### src/rtl/fft_pkg.sv
// Shared types and constants for the 4-way round-robin burst scheduler.
package fft_pkg;

    localparam int LEN_W_DEF = 4;

    typedef enum logic {
        IDLE  = 1'b0,
        BURST = 1'b1
    } state_e;

    function automatic logic [3:0] onehot4(input logic [1:0] i);
        return 4'b0001 << i;
    endfunction

endpackage

### src/rtl/rr_pick4.sv
// Combinational round-robin picker: searches last+1, last+2, last+3, last.
module rr_pick4 (
    input  logic [3:0] req,
    input  logic [1:0] last,
    output logic       any,
    output logic [1:0] idx
);

    logic       found;
    logic [1:0] cand;

    always_comb begin
        any   = |req;
        idx   = last;
        found = 1'b0;
        cand  = '0;
        for (int k = 1; k <= 4; k++) begin
            cand = last + 2'(k);
            if (!found && req[cand]) begin
                idx   = cand;
                found = 1'b1;
            end
        end
    end

endmodule

### src/rtl/mux4_rr_sched.sv
// Burst scheduler for a 4-channel registered mux: two-state FSM,
// beat counter and a one-cycle delayed beat/channel/last pipeline.
module mux4_rr_sched
    import fft_pkg::*;
#(
    parameter int LEN_W = LEN_W_DEF
) (
    input  logic             clk,
    input  logic             rst,
    input  logic [3:0]       req,
    input  logic [LEN_W-1:0] burst_len,
    output logic [3:0]       gnt,
    output logic [1:0]       sel,
    output logic             busy,
    output logic             out_valid,
    output logic [1:0]       out_ch,
    output logic             out_last
);

    state_e           state_q, state_d;
    logic [3:0]       gnt_q, gnt_d;
    logic [1:0]       sel_q, sel_d;
    logic [1:0]       last_q, last_d;
    logic [LEN_W-1:0] rem_q, rem_d;
    logic             out_valid_q, out_valid_d;
    logic [1:0]       out_ch_q, out_ch_d;
    logic             out_last_q, out_last_d;

    logic             pick_any;
    logic [1:0]       pick_idx;
    logic             beat;
    logic             fin;

    rr_pick4 u_pick (
        .req  (req),
        .last (last_q),
        .any  (pick_any),
        .idx  (pick_idx)
    );

    always_comb begin
        state_d = state_q;
        gnt_d   = gnt_q;
        sel_d   = sel_q;
        last_d  = last_q;
        rem_d   = rem_q;
        beat    = 1'b0;
        fin     = 1'b0;
        unique case (state_q)
            IDLE: begin
                if (pick_any) begin
                    state_d = BURST;
                    gnt_d   = onehot4(pick_idx);
                    sel_d   = pick_idx;
                    last_d  = pick_idx;
                    rem_d   = (burst_len == '0) ? LEN_W'(1) : burst_len;
                end
            end
            BURST: begin
                // sel_q holds the granted index for the whole burst
                if (req[sel_q]) begin
                    beat  = 1'b1;
                    rem_d = rem_q - LEN_W'(1);
                    if (rem_q == LEN_W'(1)) begin
                        fin     = 1'b1;
                        state_d = IDLE;
                        gnt_d   = '0;
                    end
                end else begin
                    state_d = IDLE;
                    gnt_d   = '0;
                    rem_d   = '0;
                end
            end
        endcase
        out_valid_d = beat;
        out_ch_d    = beat ? sel_q : out_ch_q;
        out_last_d  = fin;
    end

    always_ff @(posedge clk) begin
        if (rst) begin
            state_q     <= IDLE;
            gnt_q       <= '0;
            sel_q       <= '0;
            last_q      <= 2'd3;
            rem_q       <= '0;
            out_valid_q <= 1'b0;
            out_ch_q    <= '0;
            out_last_q  <= 1'b0;
        end else begin
            state_q     <= state_d;
            gnt_q       <= gnt_d;
            sel_q       <= sel_d;
            last_q      <= last_d;
            rem_q       <= rem_d;
            out_valid_q <= out_valid_d;
            out_ch_q    <= out_ch_d;
            out_last_q  <= out_last_d;
        end
    end

    assign gnt       = gnt_q;
    assign sel       = sel_q;
    assign busy      = (state_q == BURST);
    assign out_valid = out_valid_q;
    assign out_ch    = out_ch_q;
    assign out_last  = out_last_q;

endmodule

### config.mk
export PLATFORM = sky130hd
export DESIGN_NAME = mux4_rr_sched
export DESIGN_NICKNAME = d
export VERILOG_FILES = /design/src/rtl/fft_pkg.sv /design/src/rtl/rr_pick4.sv /design/src/rtl/mux4_rr_sched.sv
export SDC_FILE = /design/constraint.sdc
export NUM_CORES = 1
export LEC_CHECK = 0
export ABC_CLOCK_PERIOD_IN_PS = 4300
export CAP_MARGIN = 20
export CORE_ASPECT_RATIO = 0.9
export CORE_MARGIN = 3
export CORE_UTILIZATION = 50
export DETAILED_ROUTE_END_ITERATION = 12
export GPL_ROUTABILITY_DRIVEN = 0
export MAX_ROUTING_LAYER = met4
export PLACE_DENSITY = 0.85
export SYNTH_ARGS = -nofsm -noshare
export SYNTH_HDL_FRONTEND = slang
export SYNTH_SLANG_ARGS = --single-unit
### constraint.sdc
create_clock -name clk -period 4.3 [get_ports clk]
set_input_delay 0.86 -clock clk [delete_from_list [all_inputs] [get_ports clk]]
set_output_delay 0.86 -clock clk [all_outputs]
set_load 0.01 [all_outputs]
==> impl_metrics.ini <==
[outcome]
status = completed

[placement]
place.port_buffers = 20
detailedPlacementHpwl_mm = 1.269
post-place-cells = 134
place_worst_setup_slack_ns = 1.777
placed_cell_area_mm2 = 0.001045

[worst_setup_path]
timing.critical_path.cells = clkdlybuf4s50_1
required_ns = 3.44
cpMaxStageDelayCell = clkdlybuf4s50_1
crit_fanout = 11
worstSetupPathType = reg2out
worst_path_dominant_cell_family = buffers and inverters
cp_slowest_stage_delay_ns = 0.62
worst-endpoint-arrival_ns = 1.50
critical_path.startpoint_type = flip-flop
crit_path_end_kind = output port
cp.buffers_inverters = 1

[drt]
drt_iter0_drc = 8
total_via_count_in_the_routed_design = 731
wl_met3_um = 91
vias_per_cell = 5.297
sum_of_routed_wire_segments_on_met1_um = 765
avgRoutedWirePerCell_um = 12.25
drt.antenna.violating_nets = 0
wl_mm = 1.690
met2RoutedLength_um = 821
drc = 0
top_layer_used = met4
drt_pass1_iterations = 4

[sta]
max_slew.worst_pin.slew_ns = 0.6202
timing.final.crit_share = 0.5493
maxSlewViolCount = 0
finalCriticalPeriod_ns = 2.362
setup-violations-final = 0
relSlewSlack = 0.5852
hold_violations = 0
final_critical_path_setup_slack_ns = 1.938
grt_setup_unrepaired = false
timing.clock.skew_ns = 0.001133
max_freq_mhz = 423.4
timing.setup.tns_ns = 0

[synth]
proportion_of_synthesized_area_in_mux_cells = 0.03922
synth_xor_area_frac = 0.01056
synth_compound_gate_area_share = 0.2157
synth_top_family_by_area = simple AND/OR/NAND/NOR gates
share_of_synthesized_area_occupied_by_flip_flops_and_latches = 0.4103
synth_top_cell_by_area = dfxtp_1
post_synth_fa_ha_maj_area_fraction = 0.03017
most_frequently_used_flop_master_after_synthesis = dfxtp_1
syn_avg_cell_area_um2 = 8.732
synth.top_cells.by_area = dfxtp_1, nor2_1, a21oi_1
yosysWarnings = 0
postSynthNetCount = 107
synth_top_cell_area_share = 0.4103
ys_seq_elements = 17
synthSimpleGateAreaFrac = 0.2655
cell_count_after_synthesis = 95
synth.cell_area_um2 = 829.5
number_of_flops_mapped_to_enable_cells_by_yosys = 0
synthDistinctLibCells = 36
proportion_of_synthesized_flip_flops_having_asynchronous_set_or_reset = 0

[layout]
drive_above_1_share = 0.1121
num-fill-cells = 134
final_net_count = 129
synthToLayoutAreaGrowth_pct = 29.56
multi_input_area_um2 = 465.4
layout_common_cells = clkdlybuf4s50_1, dfxtp_1, nor2_1
seq_area_um2 = 340.3
n_antenna_cell = 0
final_cells = 138
commonest_non_fill_non_tap_cell_in_the_layout = clkdlybuf4s50_1
final_design_area_no_fill_mm2 = 0.001075

[global_routing]
grt_overflow = 0
wire_length_of_the_first_global_routing_pass_mm = 2.918
grt_start_max_net_pins = 19
grt_pass1_vias = 640
grt_util_overall = 0.1861
antenna_found_initial = 0

[clock_tree]
cts_max_path_buffers = 2
tritoncts = built
total_clock_buffers_created_by_cts = 3
insertion_delay_ns = 0.29
postCtsSetupRepairBufs = 0
ctsHoldBuffers = 0
cts_root_buffer = clkbuf_4
clock_sinks = 17
cts_repair_resize_count = 0
cts-htree-levels = 1
cts.reportedPaths.clkPinSlew_ns = 0.10

[pwr]
power_density_mw_per_mm2 = 350.8
power.static_leakage_nw = 0.4007
vdd_drop_max_uv = 302.1

[hold_path]
holdCritPathClass = reg2reg

[die]
initial_utilization = 0.5543
placeableCoreArea_mm2 = 0.001496
die_area_mm2 = 0.002184
die_width_um = 48.94
placement_rows = 13
dieHeight_um = 44.64
io-pin-count = 21

[job]
max_cap_violations = 0
[registers in the layout (all words and copies together), names as in the netlist]
name and count:
last_q 2, gnt 4, out_ch 2, sel 2, out_valid 1, out_last 1, busy 1, rem_q 4
[synthesized netlist by cell type, types with 2 or more instances]
master,n
nor3_1,4
nor2b_1,2
ha_1,2
o21bai_1,2
inv_1,3
o21ai_1,4
and2_1,2
nand2b_1,2
o21ai_0,4
nor2_1,12
nand2_1,9
dfxtp_1,17
nand3b_1,2
clkbuf_1,2
a21oi_1,7
[final timing paths]
| check | from | end | slack [ns] | cells past startpoint |
|---|---|---|---|---|
| setup / recovery | busy | busy | 1.94 | 1 |
| hold / removal | out_ch[0] | out_ch[0] | 0.46 | 2 |
| setup reg to reg | sel[1] | gnt[2] | 2.68 | 5 |
| hold reg to reg | out_ch[0] | out_ch[0] | 0.46 | 2 |
[layout make-up]
| cell class | count | share of cell area |
|---|---|---|
| Multi-Input combinational cell | 72 | 0.4331 |
| Sequential cell | 17 | 0.3166 |
| Timing Repair Buffer | 20 | 0.1863 |
| Tap cell | 22 | 0.02561 |
| Clock buffer | 3 | 0.02095 |
| Inverter | 3 | 0.01048 |
| Clock inverter | 1 | 0.006985 |
[layer usage]
metal	global-route usage	vias up
li1	-	378
met1	0.2186	330
met2	0.2954	21
met3	0.07744	2
met4	0.05114	0
met5	-	-
[cell families after synthesis]
kind of cell / after synthesis
DFF: 17
muxes: 2
xor gates and xnor gates: 1
AOI/OAI and AO/OA: 26
buffers and inverters: 6
adders and majority gates: 2
and+or+nand+nor: 41
[stage by stage]
step / power (mW) / hold slack (ns) / util
after floorplan: 0.2529 / 0.4683 / -
after global placement: 0.2895 / 0.4462 / 0.6982
after detailed placement: 0.2913 / 0.4540 / 0.6982
after CTS: 0.3820 / 0.4687 / 0.7182
after global routing: 0.4056 / 0.4752 / 0.7182
final: 0.3771 / 0.4638 / 0.7182
[power by group]
group	switching [mW]	internal (mW)
registers	0.0160	0.173
clock network	0.0532	0.0354
logic	0.0482	0.0518
total	0.117	0.260
Power figures use the tool's default switching activity.
